--- src/rtl/seven_seg_mux.sv ---
// seven_seg_mux: time-multiplexed N-digit seven-segment driver with a per-frame shadow capture.
// Latency: all outputs are registered and change on the step edge; one step every DIV+1 enabled cycles.
// Flow control: none; en low freezes every register. Optional dead time after each step: SEVEN_SEG_MUX_BLANK_EN.
module seven_seg_mux #(
  parameter int DIGITS = 4,
  parameter int SEG_W  = 7,
  parameter int DIV    = 40000,
  parameter int CBITS  = 16,
  parameter int BLANK  = 2
) (
  input  logic                       clk,
  input  logic                       rst,
  input  logic                       en,
  input  logic [DIGITS*SEG_W-1:0]    seg_in,
  output logic [SEG_W-1:0]           segment,
  output logic [DIGITS-1:0]          digit_sel,
  output logic [$clog2(DIGITS)-1:0]  digit_idx,
  output logic                       tick,
  output logic                       frame
);

  localparam int IW = $clog2(DIGITS);

  // Reject illegal configurations at elaboration time.
  if (DIGITS < 2 || DIGITS > 16 || DIV < 1 || DIV > (2**CBITS - 1) ||
      BLANK < 0 || BLANK > DIV) begin : g_param_check
    $error("seven_seg_mux: illegal parameter combination");
  end

  logic [CBITS-1:0]        cnt;
  logic [DIGITS*SEG_W-1:0] shadow;
  logic [SEG_W-1:0]        seg_q;
  logic [DIGITS-1:0]       sel_q;

  logic                    step;
  logic                    wrap;
  logic [IW-1:0]           next_idx;

  // A step fires on the last enabled cycle of each divider period; wrap means the step lands on digit 0.
  always_comb begin
    step     = en && (cnt == CBITS'(DIV));
    wrap     = (digit_idx == IW'(DIGITS - 1));
    next_idx = wrap ? '0 : digit_idx + 1'b1;
  end

  // Refresh divider: counts 0..DIV while enabled, returning to 0 on the step.
  always_ff @(posedge clk) begin
    if (rst) begin
      cnt <= '0;
    end else if (en) begin
      cnt <= step ? '0 : cnt + 1'b1;
    end
  end

  // Scan position and frame shadow; the shadow is refreshed only when the scan wraps to digit 0.
  always_ff @(posedge clk) begin
    if (rst) begin
      digit_idx <= IW'(DIGITS - 1);
      shadow    <= '0;
    end else if (step) begin
      digit_idx <= next_idx;
      if (wrap) begin
        shadow <= seg_in;
      end
    end
  end

  // Output registers; on a wrap the pattern comes straight from seg_in since the shadow is loading this edge.
  always_ff @(posedge clk) begin
    if (rst) begin
      seg_q <= '0;
      sel_q <= '0;
      tick  <= 1'b0;
      frame <= 1'b0;
    end else begin
      tick  <= step;
      frame <= step && wrap;
      if (step) begin
        sel_q <= DIGITS'(1) << next_idx;
        seg_q <= wrap ? seg_in[0 +: SEG_W] : shadow[next_idx*SEG_W +: SEG_W];
      end
    end
  end

`ifdef SEVEN_SEG_MUX_BLANK_EN
  localparam int BW = (BLANK > 0) ? $clog2(BLANK + 1) : 1;

  logic [BW-1:0] blank_cnt;

  // Dead-time counter: loaded at each step, counts down on enabled cycles; outputs stay dark while non-zero.
  always_ff @(posedge clk) begin
    if (rst) begin
      blank_cnt <= '0;
    end else if (step) begin
      blank_cnt <= BW'(BLANK);
    end else if (en && (blank_cnt != '0)) begin
      blank_cnt <= blank_cnt - 1'b1;
    end
  end

  assign segment   = (blank_cnt != '0) ? '0 : seg_q;
  assign digit_sel = (blank_cnt != '0) ? '0 : sel_q;
`else
  assign segment   = seg_q;
  assign digit_sel = sel_q;
`endif

endmodule

--- config.mk ---
export PLATFORM = sky130hd
export DESIGN_NAME = seven_seg_mux
export DESIGN_NICKNAME = d
export VERILOG_FILES = /design/src/rtl/seven_seg_mux.sv
export SDC_FILE = /design/constraint.sdc
export NUM_CORES = 1
export LEC_CHECK = 0
export CORE_MARGIN = 2
export CORE_UTILIZATION = 27
export DETAILED_ROUTE_END_ITERATION = 10
export GPL_ROUTABILITY_DRIVEN = 1
export GPL_TIMING_DRIVEN = 0
export PLACE_DENSITY = 0.47
export SETUP_SLACK_MARGIN = 0.3
export SYNTH_ARGS = -nofsm -noshare
export SYNTH_HDL_FRONTEND = slang
export SYNTH_SLANG_ARGS = --single-unit
--- constraint.sdc ---
create_clock -name clk -period 2.4 [get_ports clk]
set_input_delay 0.48 -clock clk [delete_from_list [all_inputs] [get_ports clk]]
set_output_delay 0.48 -clock clk [all_outputs]
set_load 0.02 [all_outputs]
==> results.yml, run 1 <==
status:
  outcome: "completed"
layout:
  fin_area_um2: 3650
  regArea_um2: 1180
  multi_input_comb_area_um2: 1480
  final_common_cell: "dfxtp_1"
  layout.nets: 405
  area_growth_pct: 30.8
  antenna_cells: 0
  num-fill-cells: 1089
  final_cell_count_no_fill: 508
  drive_gt1_share_pct: 12.9
  layout_common_cells: "dfxtp_1, clkdlybuf4s50_1, o21ai_0, a21oi_1, nand4_1"
power:
  power_frac_seq_pct: 47.8
  pwr-share-clk_pct: 44.0
  power_mw: 2.06
  peakVddDrop_v: 0.000201
  powerDensity_nw_per_um2: 564
  switching_share_pct: 23.1
  switchingPower_mw: 0.475
  combPwrFrac_pct: 8.2
  intPower_mw: 1.58
  p_leak_nw: 1.33
global_routing:
  grt_usage_pct: 14.8
  grt_pass1_vias: 2444
  grt_first_pass_wirelength_mm: 12.8
  grt_max_degree: 11
  grt-ovfl-total: 0
  grt_antenna_before_repair: 0
sta:
  slew_headroom_pct: 62.9
  setup_viol: 0
  fin_crit_ns: 1.95
  fmax_mhz: 513
  rsz0062_at_grt: "no"
  period_share_pct: 81.2
  worst_slew_pin_slew_ns: 0.556
  setup_tns_ns: 0
  fin_worst_skew_ns: 0.00752
  finalWorstSetupSlack_ns: 0.451
  hold_viol: 0
  slew_viol_final: 0
setup_path:
  crit_type: "reg2reg"
  cp_max_fo: 10
  worstPathRequired_ns: 2.64
  end_kind: "flip-flop"
  crit_arrival_ns: 2.19
  worstSetupStartpointType: "flip-flop"
  r2r_cells: 8
die:
  die_w_um: 106
  io_pins: 46
  row_count: 37
  die_area_um2: 11200
  die_height_um: 106
  start_util_pct: 27.4
  fp.coreArea_um2: 10200
placement:
  hpwlAfterDp_mm: 5.74
  post_dp_cell_area_um2: 3410
  preCtsSetupSlack_ns: 0.177
  io_buffers: 44
  placed_cells: 490
  gp_congestion: 0.787
detailed_routing:
  drt_first_pass_iters: 4
  drtIter0Drc: 98
  viasPerCell: 4.87
  ant_nets: 0
  wl_per_cell_um: 15.6
  drc_errors: 0
  wirelength_mm: 7.93
  num_vias: 2476
min_path:
  holdPathStages: 2
  hold_class: "in2reg"
logic_synthesis:
  ys_seq_elements: 59
  synth_area_um2: 2800
  synth_nets: 347
  synth_top_area_cell: "dfxtp_1"
  ys_warn_count: 0
  yosysSeqAreaShare_pct: 42.3
  netlist.area_leader.share_pct: 42.3
  yosys-top-cells-area: "dfxtp_1, nand4_1, a21oi_1"
  avgSynthCellArea_um2: 9.02
  ys_types: 37
  synth_cells: 310
clock_tree:
  cts-root-buf: "clkbuf_8"
  clkTransAtPathRegs_ns: 0.07
  numCtsBuffers: 9
  cts.path.max_buffers: 2
  h-tree-depth: 3
  cts.sinks: 59
  clkLatencyLatePin_ns: 0.34
  hold_buffers: 0
  cts_tree: "yes"
flow_run:
  cap_viol_max_count: 0
-- what timing repair did --
item                                    CTS  global route
endpoints found under the setup margin   25            38
pin swaps                                 0             1
gates resized for setup                   4            10
buffers inserted                          0             3
-- synth_stat cells, drive strengths merged --
master   n
dfxtp   59
a21oi   34
o21ai   34
nand4   33
clkbuf  19
nor2    17
nor4    12
nand2   10
nand3   10
xnor2    9
buf      8
inv      7
mux2i    7
mux4     7
nor2b    7
a21o     6
ha       6
and3     4
nor3     4
xor2     4
nor4b    2
or3      2
a211o    1
a311o    1
a31o     1
and2     1
and4bb   1
nand4b   1
nor3b    1
o22ai    1
o32ai    1
-- worst max-delay path: stages, from the launching register on --
cell	delay [ns]
dfxtp_2	0.37
buf_8	0.17
inv_1	0.07
ha_1	0.27
buf_4	0.18
mux4_2	0.31
mux2i_1	0.18
nor4_1	0.07
a31o_2	0.22
-- power groups by stage --
stage	Sequential, mW	Combinational (mW)	Clock [mW]
finish	0.985	0.169	0.906
global route	0.984	0.183	0.980
CTS	0.985	0.159	0.935
detailed placement	1.01	0.157	0
global placement	1.01	0.157	0
floorplan	1.01	0.0701	0
-- cells by family (layout without fill, tap and decap cells) --
kind of cell / Yosys count / in the layout / synth area share (%)
and+or+nand+nor: 105 / 105 / 21.8
AOI/OAI and AO/OA: 79 / 79 / 15.8
DFF: 59 / 59 / 42.3
buffers and inverters: 34 / 96 / 5.15
muxes: 14 / 14 / 8.15
xor gates and xnor gates: 13 / 13 / 4.07
adders and majority gates: 6 / 6 / 2.69
-- state kept, by name (all words and copies together), names as in the netlist --
signal and flops:
digit_sel 4, frame 1, shadow 28, segment 7
tick 1, cnt 16, digit_idx 2
-- per-stage QoR --
step	utilization, %	hold slack, ns
2_1_floorplan	-	0.446
3_3_place_gp	33.5	0.456
3_5_place_dp	33.5	0.465
4_1_cts	35.5	0.435
5_1_grt	35.9	0.451
6_report	35.9	0.455
-- metal layers --
layer  global-route usage [%]  up-vias  share of wire [%]
li1                         -     1259                  -
met1                     19.4     1150                 47
met2                     23.8       52                 47
met3                     2.78       15                3.2
met4                     6.02        0                2.3
met5                        0        -                  0
-- layout make-up --
type | count | share of cell area, %
Tap cell | 136 | 4.66
Multi-Input combinational cell | 217 | 40.6
Inverter | 7 | 0.719
Buffer | 27 | 3.73
Clock inverter | 2 | 0.959
Sequential cell | 59 | 32.4
Clock buffer | 13 | 4.35
Timing Repair Buffer | 47 | 12.7
-- path summary, 6_finish.rpt --
kind	slack [ns]	endpoint	from
max	0.45	segment[4]	digit_idx[0]
min	0.46	cnt[1]	en
max reg2reg	0.45	segment[4]	digit_idx[0]
min reg2reg	0.47	shadow[2]	shadow[2]
Note: power is estimated with default switching activity, not from simulation.
==> run 2, diff against run 1 <==
--- a/config.mk
+++ b/config.mk
@@ -10,7 +10,7 @@
 export DETAILED_ROUTE_END_ITERATION = 10
 export GPL_ROUTABILITY_DRIVEN = 1
 export GPL_TIMING_DRIVEN = 0
-export PLACE_DENSITY = 0.47
+export PLACE_DENSITY = 0.49
 export SETUP_SLACK_MARGIN = 0.3
 export SYNTH_ARGS = -nofsm -noshare
 export SYNTH_HDL_FRONTEND = slang
==> constraint.sdc (replaced) <==
create_clock -name clk -period 1.6 [get_ports clk]
set_input_delay 0.32 -clock clk [delete_from_list [all_inputs] [get_ports clk]]
set_output_delay 0.32 -clock clk [all_outputs]
set_load 0.02 [all_outputs]
==> run 2 against run 1 <==
  * Largest power group is now clock
  * Total power up 72%
  * Non-clock buffer count up 59
  * Setup slack worse by 0.61 ns
  * Flip-flop and latch count unchanged
  * First-iteration DRC count up 97%
  * The run now ends with negative setup slack left
  * Critical endpoint unchanged
  * Utilization up 14 points
==> results.yml, run 2 (synthesized netlist as in run 1, its figures left out) <==
power:
  power_mw: 3.55
  p_leak_nw: 1.93
  switching_share_pct: 25.2
  combPwrFrac_pct: 16.7
  switchingPower_mw: 0.893
  intPower_mw: 2.65
  peakVddDrop_v: 0.000421
  pwr-share-clk_pct: 41.9
  powerDensity_nw_per_um2: 697
  power_frac_seq_pct: 41.5
layout:
  regMostFlops: "shadow"
  antenna_cells: 0
  drive_gt1_share_pct: 50.5
  largest_reg_flops: 28
  multi_input_comb_area_um2: 1940
  num-fill-cells: 939
  area_growth_pct: 82.0
  fin_area_um2: 5090
  regArea_um2: 1210
  final_common_cell: "dfxtp_1"
  layout.nets: 464
  layout_common_cells: "dfxtp_1, nand4_1, clkdlybuf4s50_1"
  postLayoutCoreUtil_pct: 49.9
sta:
  period_share_pct: 110
  holdWs_ns: 0.206
  slew_headroom_pct: 61.9
  fin_crit_ns: 1.76
  rsz0062_at_grt: "yes"
  hold_viol: 0
  worst_slew_pin_slew_ns: 0.571
  fmax_mhz: 568
  slew_viol_final: 0
  setup_viol: 36
  finalWorstSetupSlack_ns: -0.162
  fin_worst_skew_ns: 0.0189
die:
  die_area_um2: 11200
  row_count: 37
  start_util_pct: 27.4
  io_pins: 46
  die_height_um: 106
  fp.coreArea_um2: 10200
  die_w_um: 106
clock_tree:
  cts.path.max_buffers: 2
  hold_buffers: 0
  numCtsBuffers: 9
  cts.sinks: 59
  clkTransAtPathRegs_ns: 0.07
  cts-root-buf: "clkbuf_8"
  h-tree-depth: 3
  cts_tree: "yes"
  clkLatencyLatePin_ns: 0.35
global_routing:
  grt_first_pass_wirelength_mm: 15.9
  grt_antenna_before_repair: 0
  grt_usage_pct: 18.4
  grt_max_degree: 11
  grt_pass1_vias: 2924
  grt-ovfl-total: 0
placement:
  hpwlAfterDp_mm: 5.89
  gp_congestion: 0.815
  io_buffers: 44
  post_dp_cell_area_um2: 3610
setup_path:
  worstPathRequired_ns: 1.84
  cpPeakStageDelay_ns: 0.36
  cp_max_fo: 7
  r2r_cells: 8
  ff2ff_setup_slack_ns: -0.16
  crit_slowest_cell: "dfxtp_4"
  rr_startpoint: "digit_idx[0]"
  worstSetupStartpointType: "flip-flop"
  crit_start: "digit_idx[0]"
  end_kind: "flip-flop"
  crit_end: "segment[4]"
  crit_family: "multiplexers"
  path_depth: 8
  cp_num_buf_inv: 3
  r2r_end: "segment[4]"
  crit_type: "reg2reg"
  crit_arrival_ns: 2.00
  crit_chain: "buf_12 > inv_6 > ha_4 > clkbuf_16 > mux4_2 > mux2i_4 > nor4_2 > a31o_2"
min_path:
  hold_class: "in2reg"
status:
  outcome: "complete, but fails checks"
  violations: "negative setup slack"
detailed_routing:
  viasPerCell: 5.12
  ant_nets: 0
  drt_first_pass_iters: 4
  num_vias: 2910
  drtIter0Drc: 193
  wirelength_mm: 10.1
  wl_per_cell_um: 17.8
  drc_errors: 0
flow_run:
  cap_viol_max_count: 0
-- run 2: cell count changes in the layout (fill, tap and decap cells not counted), moves of 10 or more --
cell / before / now
buf_8: 1 / 12
o21ai_0: 33 / 2
buf_6: 0 / 25
o21ai_2: 0 / 26
clkdlybuf4s50_1: 44 / 29
clkbuf_1: 15 / 4
buf_4: 6 / 27
dfxtp_1: 58 / 44
buf_12: 0 / 10
dfxtp_2: 1 / 11
-- run 2: how the worst min path moves through the flow --
stage,startpoint,end,slack [ns],cells after the start
3_3_place_gp,shadow[5],shadow[5],0.46,2
2_1_floorplan,shadow[21],shadow[21],0.45,2
4_1_cts,en,cnt[0],0.19,2
6_report,en,cnt[0],0.21,2
5_1_grt,en,cnt[0],0.20,2
3_5_place_dp,digit_sel[3],digit_sel[3],0.46,2
-- run 2: repair_timing --
item / in CTS / in global routing
pin swaps: 44 / 26
gates resized for setup: 187 / 73
cloned: 8 / 1
buffers inserted: 44 / 9
setup endpoints to repair: 74 / 69
-- run 2: layout make-up --
cell class              instances  share of cell area (%)
inverters                       7                   0.615
well taps                     136                    3.35
repair buffers                106                    22.3
flip-flops and latches         59                    23.8
clock inverters                 3                   0.861
multi-input cells             217                    38.1
plain buffers                  27                    7.70
clock buffers                  13                    3.35
-- run 2: power groups by stage --
| stage | logic, mW | clock network [mW] | registers, mW |
|---|---|---|---|
| 2_1_floorplan | 0.138 | 0 | 1.51 |
| 3_3_place_gp | 0.274 | 0 | 1.51 |
| 3_5_place_dp | 0.276 | 0 | 1.51 |
| 4_1_cts | 0.530 | 1.50 | 1.47 |
| 5_1_grt | 0.615 | 1.57 | 1.47 |
| 6_report | 0.592 | 1.48 | 1.47 |
-- run 2: layer usage --
| metal | track usage [%] | up-vias | share of wire (%) | routed length, um |
|---|---|---|---|---|
| met1 | 24.8 | 1427 | 45 | 4580 |
| met2 | 28.5 | 80 | 48 | 4890 |
| met3 | 3.83 | 14 | 4.9 | 496 |
| met4 | 8.27 | 0 | 1.5 | 148 |
| li1 | - | 1389 | - | - |
| met5 | 0 | - | 0 | 0 |
-- run 2: stage by stage --
stage               setup TNS [ns]  instances  worst slack, ns
finish                       -2.64        568           -0.162
global route                 -5.75        568           -0.221
CTS                          -1.02        558           -0.182
detailed placement          -14.80        490           -0.436
global placement            -14.15        490           -0.425
floorplan                   -0.692        310           -0.142
==> run 3, diff against run 2 <==
--- a/config.mk
+++ b/config.mk
@@ -5,12 +5,13 @@
 export SDC_FILE = /design/constraint.sdc
 export NUM_CORES = 1
 export LEC_CHECK = 0
-export CORE_MARGIN = 2
+export CORE_MARGIN = 8
 export CORE_UTILIZATION = 27
 export DETAILED_ROUTE_END_ITERATION = 10
 export GPL_ROUTABILITY_DRIVEN = 1
 export GPL_TIMING_DRIVEN = 0
 export PLACE_DENSITY = 0.49
+export REMOVE_ABC_BUFFERS = 1
 export SETUP_SLACK_MARGIN = 0.3
 export SYNTH_ARGS = -nofsm -noshare
 export SYNTH_HDL_FRONTEND = slang
==> run 3 against run 2 <==
  * The flow still finishes with violations (negative setup slack)
  * Setup slack better by 0.092 ns
  * Maximum frequency up 5.5%
  * Die area up 24%
  * Sequential power about the same
  * Via count down 2.4%
  * Register-to-register slack better by 0.09 ns
  * Hold slack better by 0.10 ns
  * Non-clock buffer count down 42
  * Utilization down 7.1 points
  * Routed wire length down 1.0%
  * Design area down 14%
  * Critical path type unchanged
  * Critical endpoint is now segment[3]
==> results.yml, run 3 (synthesized netlist as in run 1, its figures left out) <==
status:
  outcome: "complete, but fails checks"
  violations: "negative setup slack"
min_path:
  holdPathStages: 2
  min_delay_worst_endpoint: "cnt[0]"
  hp-start: "en"
  hold_class: "in2reg"
detailed_routing:
  ant_nets: 0
  viasPerCell: 5.29
  drtIter0Drc: 136
  drc_errors: 0
  wirelength_mm: 10.0
  wl_per_cell_um: 18.6
  num_vias: 2839
  drt_first_pass_iters: 5
layout:
  postLayoutCoreUtil_pct: 42.9
  regMostFlops: "shadow"
  layout.nets: 433
  num-fill-cells: 1005
  drive_gt1_share_pct: 41.9
  area_growth_pct: 56.2
  layout_common_cells: "dfxtp_1, nand4_1, a21oi_1"
  antenna_cells: 0
  largest_reg_flops: 28
  multi_input_comb_area_um2: 1890
  regArea_um2: 1210
  final_common_cell: "dfxtp_1"
setup_path:
  worstSetupStartpointType: "flip-flop"
  crit_chain: "inv_2 > ha_4 > mux4_2 > mux2i_1 > nor4_1 > a21o_1"
  cpPeakStageDelay_ns: 0.37
  ff2ff_setup_slack_ns: -0.07
  rr_startpoint: "digit_idx[1]"
  worstPathRequired_ns: 1.83
  r2r_end: "segment[3]"
  cp_max_fo: 8
  end_kind: "flip-flop"
  crit_arrival_ns: 1.90
  crit_family: "multiplexers"
  r2r_cells: 6
  cp_num_buf_inv: 1
  crit_type: "reg2reg"
  crit_slowest_cell: "dfxtp_4"
die:
  fp.coreArea_um2: 10200
  io_pins: 46
  die_height_um: 118
  die_w_um: 118
  start_util_pct: 27.4
  die_area_um2: 13900
  row_count: 37
clock_tree:
  clkLatencyLatePin_ns: 0.34
  cts.sinks: 59
  cts.path.max_buffers: 2
  clkTransAtPathRegs_ns: 0.07
  cts-root-buf: "clkbuf_8"
  cts_tree: "yes"
  h-tree-depth: 3
  hold_buffers: 0
  numCtsBuffers: 9
flow_run:
  cap_viol_max_count: 0
sta:
  fmax_mhz: 599
  fin_crit_ns: 1.67
  slew_viol_final: 0
  hold_viol: 0
  setup_viol: 9
  period_share_pct: 104
  finalWorstSetupSlack_ns: -0.0695
  slew_headroom_pct: 35.7
  worst_slew_pin_slew_ns: 0.965
  setup_tns_ns: -0.252
  rsz0062_at_grt: "yes"
  fin_worst_skew_ns: 0.00950
power:
  p_leak_nw: 1.58
  peakVddDrop_v: 0.000394
  powerDensity_nw_per_um2: 794
global_routing:
  grt_pass1_vias: 2779
  grt_usage_pct: 13.7
  grt_first_pass_wirelength_mm: 15.2
  grt_antenna_before_repair: 0
  grt-ovfl-total: 0
  grt_max_degree: 51
placement:
  io_buffers: 45
  hpwlAfterDp_mm: 4.53
  gp_congestion: 0.748
-- run 3: cell type report --
type                       count  share of cell area, %
sequential                    59                   27.7
clock inverter                 4                   1.66
tap                          136                   3.90
inverter                       7                  0.659
timing repair buffer          91                   19.3
multi-input combinational    228                   43.3
clock buffer                  12                   3.55
-- run 3: metrics by stage --
stage	power [mW]	setup WS, ns	hold WS, ns	std cells	cell area [um^2]
2_1_floorplan	1.58	-1.40	0.389	283	2680
3_3_place_gp	1.72	-2.82	0.455	464	3300
3_5_place_dp	1.72	-2.11	0.465	464	3300
4_1_cts	3.42	-0.0465	0.462	519	4090
5_1_grt	3.58	-0.158	0.315	537	4370
6_report	3.46	-0.0695	0.309	537	4370
-- run 3: metal layers --
layer  vias to the layer above  track usage [%]  wire length [um]
li1                       1346                -                 -
met1                      1376             16.5              4270
met2                        98             23.4              5010
met3                        19             2.59               500
met4                         0             5.52               223
met5                         -                0                 0
-- run 3: power breakdown --
part	switching [mW]	total (mW)	internal (mW)	leakage (nW)
Sequential	0.00340	1.47	1.47	0.482
Clock	0.617	1.58	0.960	0.113
Combinational	0.221	0.416	0.195	0.985
Total	0.841	3.46	2.62	1.58
-- run 3: worst max-delay path by stage --
stage                 start         end  cells after the start
2_1_floorplan  digit_idx[0]   shadow[0]                      4
3_3_place_gp   digit_idx[0]  shadow[21]                      4
3_5_place_dp   digit_idx[0]  shadow[19]                      4
4_1_cts        digit_idx[0]  segment[4]                      6
5_1_grt        digit_idx[1]  segment[4]                      6
6_report       digit_idx[1]  segment[3]                      6
-- run 3: timing repair --
action                                  4_1_cts  5_1_grt
pin swaps                                    15       28
endpoints found under the setup margin       74       67
cloned                                        8        4
buffers inserted                             31       14
gates resized for setup                     141       63
